[src/rtl/z2_ram_pkg.sv]
// Shared state encoding, default timing and helpers for the Zorro II FastRAM DRAM sequencer.
package z2_ram_pkg;

   typedef enum logic [2:0] {
      StIdle,
      StRow,
      StCol,
      StPre,
      StRcas,
      StRras
   } z2_state_t;

   // Bus-phase clock period (7.09 MHz) in picoseconds.
   localparam int unsigned CLK_PERIOD_PS    = 141044;

   localparam int unsigned DEF_BANKS        = 4;
   localparam int unsigned DEF_AW           = 10;
   localparam int unsigned DEF_REF_INTERVAL = 108;
   localparam int unsigned DEF_REF_MAX      = 4;
   localparam int unsigned DEF_PRE_CYC      = 1;
   localparam int unsigned DEF_REF_RAS_CYC  = 2;

   // A single-bank card still carries a 1-bit BANK port.
   function automatic int unsigned bank_w(input int unsigned banks);
      return (banks > 1) ? $clog2(banks) : 1;
   endfunction

endpackage

[src/rtl/z2_refresh_timer.sv]
// Refresh interval counter and saturating backlog of pending CBR refreshes.
module z2_refresh_timer import z2_ram_pkg::*; #(
   parameter int unsigned REF_INTERVAL = DEF_REF_INTERVAL,
   parameter int unsigned REF_MAX      = DEF_REF_MAX
) (
   input  logic                               CLK,
   input  logic                               RESETn,
   input  logic                               ref_done,
   output logic [$clog2(REF_MAX + 1)-1:0]     REF_PEND
);

   localparam int unsigned CW = $clog2(REF_INTERVAL);
   localparam int unsigned PW = $clog2(REF_MAX + 1);

   logic [CW-1:0] cnt_q;
   logic [PW-1:0] pend_q;
   logic          tick;

   assign tick     = (cnt_q == CW'(REF_INTERVAL - 1));
   assign REF_PEND = pend_q;

   // A tick landing on a completion cancels out; otherwise saturate at both ends.
   always_ff @(posedge CLK or negedge RESETn) begin
      if (!RESETn) begin
         cnt_q  <= '0;
         pend_q <= '0;
      end else begin
         cnt_q <= tick ? '0 : cnt_q + 1'b1;
         if (tick && !ref_done) begin
            if (pend_q != PW'(REF_MAX)) pend_q <= pend_q + 1'b1;
         end else if (ref_done && !tick) begin
            if (pend_q != '0) pend_q <= pend_q - 1'b1;
         end
      end
   end

endmodule

[src/rtl/z2_dram_ctrl.sv]
// FPM/EDO DRAM sequencer for Zorro II FastRAM: CPU accesses arbitrated against CBR refresh.
module z2_dram_ctrl import z2_ram_pkg::*; #(
   parameter int unsigned BANKS        = DEF_BANKS,
   parameter int unsigned AW           = DEF_AW,
   parameter int unsigned REF_INTERVAL = DEF_REF_INTERVAL,
   parameter int unsigned REF_MAX      = DEF_REF_MAX,
   parameter int unsigned PRE_CYC      = DEF_PRE_CYC,
   parameter int unsigned REF_RAS_CYC  = DEF_REF_RAS_CYC
) (
   input  logic                           CLK,
   input  logic                           RESETn,
   input  logic                           ASn,
   input  logic                           UDSn,
   input  logic                           LDSn,
   input  logic                           RWn,
   input  logic                           SEL,
   input  logic [bank_w(BANKS)-1:0]       BANK,
   input  logic [AW-1:0]                  ROW,
   input  logic [AW-1:0]                  COL,
   output logic [BANKS-1:0]               RASn,
   output logic                           UCASn,
   output logic                           LCASn,
   output logic [AW-1:0]                  MADDR,
   output logic                           MEMWn,
   output logic                           DTACKn,
   output logic [$clog2(REF_MAX + 1)-1:0] REF_PEND
);

   localparam int unsigned BW   = bank_w(BANKS);
   localparam int unsigned PW   = $clog2(REF_MAX + 1);
   localparam int unsigned TMAX = (PRE_CYC > REF_RAS_CYC) ? PRE_CYC : REF_RAS_CYC;
   localparam int unsigned TW   = $clog2(TMAX + 1);

   z2_state_t        state_q;
   logic [TW-1:0]    cnt_q;
   logic [BANKS-1:0] bank_ras_n;
   logic             acc_go;
   logic             ref_go;
   logic             ref_done;

   z2_refresh_timer #(
      .REF_INTERVAL (REF_INTERVAL),
      .REF_MAX      (REF_MAX)
   ) u_refresh_timer (
      .CLK      (CLK),
      .RESETn   (RESETn),
      .ref_done (ref_done),
      .REF_PEND (REF_PEND)
   );

   always_comb begin
      bank_ras_n = '1;
      for (int i = 0; i < BANKS; i++) begin
         if (BANKS == 1 || BANK == BW'(i)) bank_ras_n[i] = 1'b0;
      end
   end

   // A full backlog forces refresh ahead of a pending access.
   assign acc_go   = !ASn && SEL && (REF_PEND < PW'(REF_MAX));
   assign ref_go   = (REF_PEND != '0) && (ASn || !SEL || (REF_PEND == PW'(REF_MAX)));
   assign ref_done = (state_q == StRras) && (cnt_q == TW'(REF_RAS_CYC - 1));

   // Combinational so the acknowledge drops the moment the CPU ends the cycle.
   assign DTACKn   = !((state_q == StCol) && !ASn);

   always_ff @(posedge CLK or negedge RESETn) begin
      if (!RESETn) begin
         state_q <= StIdle;
         cnt_q   <= '0;
         RASn    <= '1;
         UCASn   <= 1'b1;
         LCASn   <= 1'b1;
         MADDR   <= '0;
         MEMWn   <= 1'b1;
      end else begin
         unique case (state_q)
            StIdle: begin
               MADDR <= ROW;
               if (acc_go) begin
                  state_q <= StRow;
                  RASn    <= bank_ras_n;
               end else if (ref_go) begin
                  state_q <= StRcas;
                  UCASn   <= 1'b0;
                  LCASn   <= 1'b0;
                  MEMWn   <= 1'b1;
               end
            end
            StRow: begin
               MADDR   <= COL;
               MEMWn   <= RWn;
               state_q <= StCol;
            end
            StCol: begin
               if (ASn) begin
                  state_q <= StPre;
                  cnt_q   <= '0;
                  RASn    <= '1;
                  UCASn   <= 1'b1;
                  LCASn   <= 1'b1;
                  MEMWn   <= 1'b1;
               end else begin
                  UCASn <= UDSn;
                  LCASn <= LDSn;
                  MEMWn <= RWn;
               end
            end
            StPre: begin
               if (cnt_q == TW'(PRE_CYC - 1)) state_q <= StIdle;
               else                            cnt_q   <= cnt_q + 1'b1;
            end
            StRcas: begin
               state_q <= StRras;
               cnt_q   <= '0;
               RASn    <= '0;
            end
            StRras: begin
               if (ref_done) begin
                  state_q <= StPre;
                  cnt_q   <= '0;
                  RASn    <= '1;
                  UCASn   <= 1'b1;
                  LCASn   <= 1'b1;
               end else begin
                  cnt_q <= cnt_q + 1'b1;
               end
            end
            default: state_q <= StIdle;
         endcase
      end
   end

endmodule

[config.mk]
export PLATFORM = sky130hd
export DESIGN_NAME = z2_dram_ctrl
export DESIGN_NICKNAME = d
export VERILOG_FILES = /design/src/rtl/z2_ram_pkg.sv /design/src/rtl/z2_refresh_timer.sv /design/src/rtl/z2_dram_ctrl.sv
export SDC_FILE = /design/constraint.sdc
export NUM_CORES = 1
export LEC_CHECK = 0
export CAP_MARGIN = 20
export CORE_MARGIN = 4
export CORE_UTILIZATION = 43
export CTS_CLUSTER_DIAMETER = 60
export DETAILED_ROUTE_END_ITERATION = 12
export GPL_TIMING_DRIVEN = 0
export PLACE_DENSITY = 0.76
export SLEW_MARGIN = 25
export SYNTH_ARGS = -nofsm -noshare
export SYNTH_HDL_FRONTEND = slang
export SYNTH_SLANG_ARGS = --single-unit
[constraint.sdc]
create_clock -name CLK -period 2.5 [get_ports CLK]
set_input_delay 0.375 -clock CLK [delete_from_list [all_inputs] [get_ports CLK]]
set_output_delay 0.375 -clock CLK [all_outputs]
set_load 0.01 [all_outputs]
Yosys cells after proc, flatten, opt, wreduce, memory -nomap -nowiden --
Index checks and enable logic that the tools add are counted.
Word-level totals: logic and storage cells 101, register bits 32, input port bits 29, output and inout port bits 21
Operators by class: equal/unequal tests 21, reduce and logical (&&, ||, !) cells 31, $add $sub $neg 4, mux-type cells 35, $lt $le $gt $ge 1
Operators by type and width (count):
- 3-bit 2-to-1 mux | 9
- 10-bit case mux with 2 select lines | 1
- 3-bit case mux with 6 select lines | 1
- 4-bit case mux with 4 select lines | 1
- 2-bit != test, second input constant | 7
- 1-bit 2-to-1 mux | 12
- 4-bit 2-to-1 mux | 3
- 4-bit AND reduction | 3
- 3-bit equality test, second input constant | 3
- 1-bit case mux with 3 select lines | 3
- 3-bit AND reduction | 3
- 3-bit nonzero test | 3
- 2-bit case mux with 4 select lines | 1
- 4-bit nonzero test | 2
- 7-bit by 1-bit adder with 7-bit output, second input constant | 1
- 7-bit equality test, second input constant | 1
- 1-bit logical AND | 7
- 7-bit 2-to-1 mux | 1
- 3-bit by 2-bit equality test with 1-bit output, second input constant | 2
- 2-bit 2-to-1 mux | 3
- 3-bit != test, second input constant | 2
- 2-bit nonzero test | 3
- 1-bit logical NOT | 5
- 2-bit by 1-bit equality test with 1-bit output, second input constant | 2
- 10 further kinds | 13

Depth between registers and ports, before layout --
Gate-level depths: netlist of the first run.
depth in word-level cells 7, mapped depth 9, mapped depth without buffers 8

Modules after synthesis --
A second synthesis of the first run with hierarchy kept.
Second synthesis, totals: cells, all modules 196, area total of the unflattened synthesis 1876.8 sq um
By module, submodules not included:
- z2_dram_ctrl | instances 1, sequential area each 559.3 sq um, area an instance 1300.0 sq um, cells each 137
- z2_refresh_timer | instances 1, sequential area each 250.2 sq um, area an instance 576.8 sq um, cells each 59

Least setup slack after synthesis of the first run --
No wires, ideal clock.
path type register to register, start reg cnt_q[0], end reg u_refresh_timer.pend_q[2] (netlist: u_refresh_timer.REF_PEND[2]), buffers on the path 1, required time 2.396 ns, cell stages (with the launch flop) 8, setup time 0.104 ns, arrival 2.285 ns, clock period less this slack 2.389 ns, setup slack 0.111 ns, cell sequence dfrtp_1 -> ha_1 -> and4b_1 -> or3_1 -> buf_6 -> fa_1 -> or4_1 -> o311ai_1
On the way: longest elaborated chain between the ends 6, elaborated cells between the ends (all ways) 10, those cells by class eq/ne: 2; mux: 1; reduce/logical: 7
Ends and longest elaborated chain:
- start, declared | RTL line z2_dram_ctrl.sv:35 | logic [TW-1:0] cnt_q;
- start signal, assigned | RTL line z2_dram_ctrl.sv:110 | else cnt_q <= cnt_q + 1'b1;
- start signal, assigned | RTL line z2_dram_ctrl.sv:125 | cnt_q <= cnt_q + 1'b1;
- 2-bit by 1-bit equality test with 1-bit output (*) | RTL line z2_dram_ctrl.sv:61 | assign ref_done = (state_q == StRras) && (cnt_q == TW'(REF_RAS_CYC - 1));
- 1-bit logical AND (*) | RTL line z2_dram_ctrl.sv:61
- 1-bit logical NOT | RTL line z2_refresh_timer.sv:29 | if (tick && !ref_done) begin
- 1-bit logical AND | RTL line z2_refresh_timer.sv:29
- 2-bit != test (no line) or 2-bit nonzero test (tied branches)
- 3-bit AND reduction (no line)
- end signal, assigned | RTL line z2_refresh_timer.sv:30 | if (pend_q != PW'(REF_MAX)) pend_q <= pend_q + 1'b1;
- end signal, assigned | RTL line z2_refresh_timer.sv:32 | if (pend_q != '0) pend_q <= pend_q - 1'b1;
- end, declared | RTL line z2_refresh_timer.sv:16 | logic [PW-1:0] pend_q;
Mark *: on every way between the ends. The rest lies on a longest branch, timed or not. A chain may end at the register's enable or synchronous reset.

Worst setup path after layout of the first run --
start reg u_refresh_timer.cnt_q[2], end reg u_refresh_timer.pend_q[2] (netlist: u_refresh_timer.REF_PEND[2])
On the way: longest elaborated chain between the ends 5, elaborated cells between the ends (all ways) 9, those cells by class eq/ne: 2; mux: 1; reduce/logical: 6
Ends and longest elaborated chain:
- start, declared | RTL line z2_refresh_timer.sv:15 | logic [CW-1:0] cnt_q;
- start signal, assigned | RTL line z2_refresh_timer.sv:28 | cnt_q <= tick ? '0 : cnt_q + 1'b1;
- 7-bit equality test (*) | RTL line z2_refresh_timer.sv:19 | assign tick = (cnt_q == CW'(REF_INTERVAL - 1));
- 1-bit logical NOT | RTL line z2_refresh_timer.sv:31 | end else if (ref_done && !tick) begin
- 1-bit logical AND | RTL line z2_refresh_timer.sv:31
- 2-bit nonzero test (no line)
- 3-bit AND reduction (no line)
Marked as above.

==> results of run 1 <==
## layer usage
layer	share of wire (%)	vias up	track usage [%]
met5	0	-	0
met4	1.7	0	7.582
met3	3.6	8	3.306
met2	52	29	29.10
met1	43	775	21.63
li1	-	803	-
## state kept, by name, summed over array words and instances, names as in the netlist
signal / flops
MEMWn: 1
cnt_q: 2
RASn: 4
MADDR: 10
LCASn: 1
u_refresh_timer.REF_PEND: 3
UCASn: 1
state_q: 3
u_refresh_timer.cnt_q: 7
## timing repair
item / in CTS / in global routing
setup buffers: 1 / 1
resized for setup: 2 / 5
hold endpoints to repair: 2 / 0
pin swaps: 1 / 0
hold buffers: 1 / 0
setup endpoints to repair: 2 / 1
## kinds of logic after synthesis
family                   after synthesis
AO/OA/AOI/OAI                         51
XOR/XNOR                               5
adder cells (fa/ha/maj)                5
buffers and inverters                 19
flip-flops                            32
multiplexers                          13
AND/OR/NAND/NOR                       65
## final cells by class
cell class	instances	area, µm²	area share [%]
sequential	32	812.0	32.00
clock inverter	2	35.03	1.381
buffer	11	51.30	2.022
clock buffer	6	72.57	2.860
timing repair buffer	53	530.5	20.91
tap	50	62.56	2.465
inverter	8	30.03	1.183
multi-input combinational	139	943.4	37.18
## cell usage after synthesis, drive strengths merged (3+ instances only)
| master | count |
|---|---|
| dfstp | 7 |
| nand3 | 3 |
| a21oi | 16 |
| ha | 4 |
| dfrtp | 25 |
| mux2i | 12 |
| a2111oi | 3 |
| nor2 | 26 |
| clkbuf | 8 |
| and2 | 3 |
| buf | 3 |
| xnor2 | 4 |
| inv | 7 |
| nand2 | 10 |
| o21ai | 14 |
| nand2b | 3 |
| nor3b | 5 |
## worst paths after layout
check | startpoint | endpoint | depth (start not counted)
min | RESETn | u_refresh_timer.REF_PEND[2] | 2
max reg2reg | u_refresh_timer.cnt_q[2] | u_refresh_timer.REF_PEND[2] | 6
max in group asynchronous | RESETn | LCASn | 3
min in group CLK | u_refresh_timer.cnt_q[0] | u_refresh_timer.cnt_q[0] | 1
min reg2reg | u_refresh_timer.cnt_q[0] | u_refresh_timer.cnt_q[0] | 1
max | u_refresh_timer.cnt_q[2] | u_refresh_timer.REF_PEND[2] | 6
## stage by stage
step	hold WS, ns	setup slack, ns
2_1_floorplan	0.07941	0.1108
3_3_place_gp	0.4454	-0.01046
3_5_place_dp	0.2376	-0.02836
4_1_cts	0.4651	0.005879
5_1_grt	0.4867	0.009097
6_report	0.4569	0.09621
## power groups by stage
stage	combinational, mW	clock [mW]	sequential [mW]
after CTS	1.23	0.502	0.839
after detailed placement	1.21	0	0.843
after global placement	1.20	0	0.835
after global routing	1.35	0.522	0.862
final	1.23	0.496	0.839
after floorplan	0.655	0	0.899
==> summary.md, run 1 <==
| Metric | Value |
|---|---|
| Status | `finished clean` |
| Synth Instances | `190` |
| Core Util, Final | `between 60% and 70%` |
| Clock Pin Slew Worst Setup and Hold Paths | `approximately 0.070 ns` |
| CTS HTree Levels | `2` |
| Cell Rows | `23` |
| RSZ-0062 raised after global routing | `false` |
| Yosys cell types | `49` |
| Final Hold Vio Count | `0` |
| Ys async rst share | `100.0%` |
| Compound-gate portion of the synthesized area | `a little under a fifth` |
| Yosys top cell by area | `dfrtp_1` |
| Layout cells sized above 1 | `between 10% and 20%` |
| Routed WL | `between 4000 and 5000 µm` |
| Switching part of the total | `between 30% and 40%` |
| Pre-antenna DRT Iters | `4` |
| Pwr dens | `approximately 1000 nW/µm²` |
| # Max-Cap Violations | `0` |
| Routed via count | `about 1600` |
| Post-Synth Simple-Gate Area | `between 10% and 20%` |
| Crit path max-delay family | `simple AND/OR/NAND/NOR gates` |
| Core Area | `4058 µm²` |
| Non-Filler Instances | `between 300 and 400` |
| Max Buffers Root-to-Sink | `2` |
| GRT Total Usage | `between 10% and 20%` |
| Top-level I/O count | `50` |
| Total Power | `approximately 2.6 mW` |
| DRC | `0` |
| DR iter-0 viols | `75` |
| Clock skew | `about 0.0093 ns` |
| Pint | `1.637 mW` |
| CP Cell Sequence | `or3b_4, or3_1, buf_6, fa_2, or4_1, o311ai_1` |
| GP Congestion | `0.9103` |
| CTS buffer count | `5` |
| Dpl cells | `290` |
| # setup viols final | `0` |
| Initial Util | `around 45%` |
| Synth Area per Inst | `around 9.6 µm²` |
| Worst Setup Path Type | `reg2reg` |
| Die height | `73.02 µm` |
| Nets | `284` |
| Fill cells | `roughly 340` |
| Min cycle time layout | `approximately 2.4 ns` |
| Period Utilization, post-route | `around 96%` |
| CTS tree | `done` |
| Fmax | `around 0.42 GHz` |
| Post-DP Area | `between 2000 and 2500 µm²` |
| Ant diodes | `0` |
| Leak | `roughly 0.97 nW` |
| Number of port buffers | `49` |
| Yosys warns | `0` |
| Max Fanout on Critical Path | `6` |
| Initial antenna violation count | `0` |
| Synth area leaders | `dfrtp_1 34%, dfstp_2 10%, mux2i_1 6.6%, nor2_1 5.4%, a21oi_1 4.4%` |
| Layout area overhead | `39.57%` |
| First-pass GRT wire length | `7210 µm` |
| Slew Viols, Final | `0` |
| Setup TNS | `0 ns` |
| Xor/xnor share of the synthesized area | `between 2 and 2.5%` |
| DRT antenna net count | `0` |
| Yosys top cell area share | `between 30 and 40%` |
| Largest net degree at the start of global routing | `27` |
| Clock power frac | `19.4%` |
| Most frequent cells in the layout | `48 x clkdlybuf4s50_1, 26 x nor2_1, 23 x dfrtp_1` |
| Clk sinks | `32` |
| Comb pwr share | `between 40% and 50%` |
| Commonest non-fill, non-tap cell in the layout | `clkdlybuf4s50_1` |
| Adder-Cell Fraction of Synth Area | `about 3.9%` |
| Die Footprint | `~5300 µm²` |
| Via density | `5.365` |
| CP max-delay cell | `or4_1` |
| Post-synth net total | `roughly 220` |
| GRT overflow | `0` |
| Top_reg_cell synth | `dfrtp_1` |
| Sequential element share of the synthesized area | `about 45%` |
| CP bufs+invs | `1` |
| Slew @ Worst Pin | `0.5776 ns` |
| Main combinational cell family by area after synthesis | `compound AO/OA/AOI/OAI gates` |
| Worst setup SP type | `flop` |
| Die X | `~73 µm` |
| Max IR drop VDD | `611.5 µV` |
| Worst skew pair latency | `0.29 ns` |
| Reg2Reg Setup Slack | `slightly below 0.1 ns` |
| Critical path arrival | `2.60 ns` |
| Flop pwr share | `~33%` |
| Final Cell Area | `about 2500 µm²` |
| Slew HR | `between 60 and 70%` |
| Synth Register Bits | `32` |
| Setup crit end kind | `flop` |
| Number of synthesized flops with an enable pin | `0` |
| DP HPWL | `3215 µm` |
| Min-delay worst type | `in2async` |
| NetSw | `about 0.9 mW` |
| Per-cell routed wire length | `roughly 15 µm` |
| Root Buffer Master | `clkbuf_8` |
| Mux share of post-synthesis cell area | `under 10%` |
| Crit path largest cell delay | `0.53 ns` |
| Mapped Area | `1818 µm²` |
| Worst Path Required | `2.69 ns` |
| Vias in the first global route | `roughly 1600` |
No activity file was read; power rests on OpenSTA's default activity.
==> run 2: changes to the inputs <==
Settings changed: CTS_CLUSTER_SIZE from default to 12.
==> results of run 2 <==
The final DEF is identical to that of run 1; final timing and power are the same.
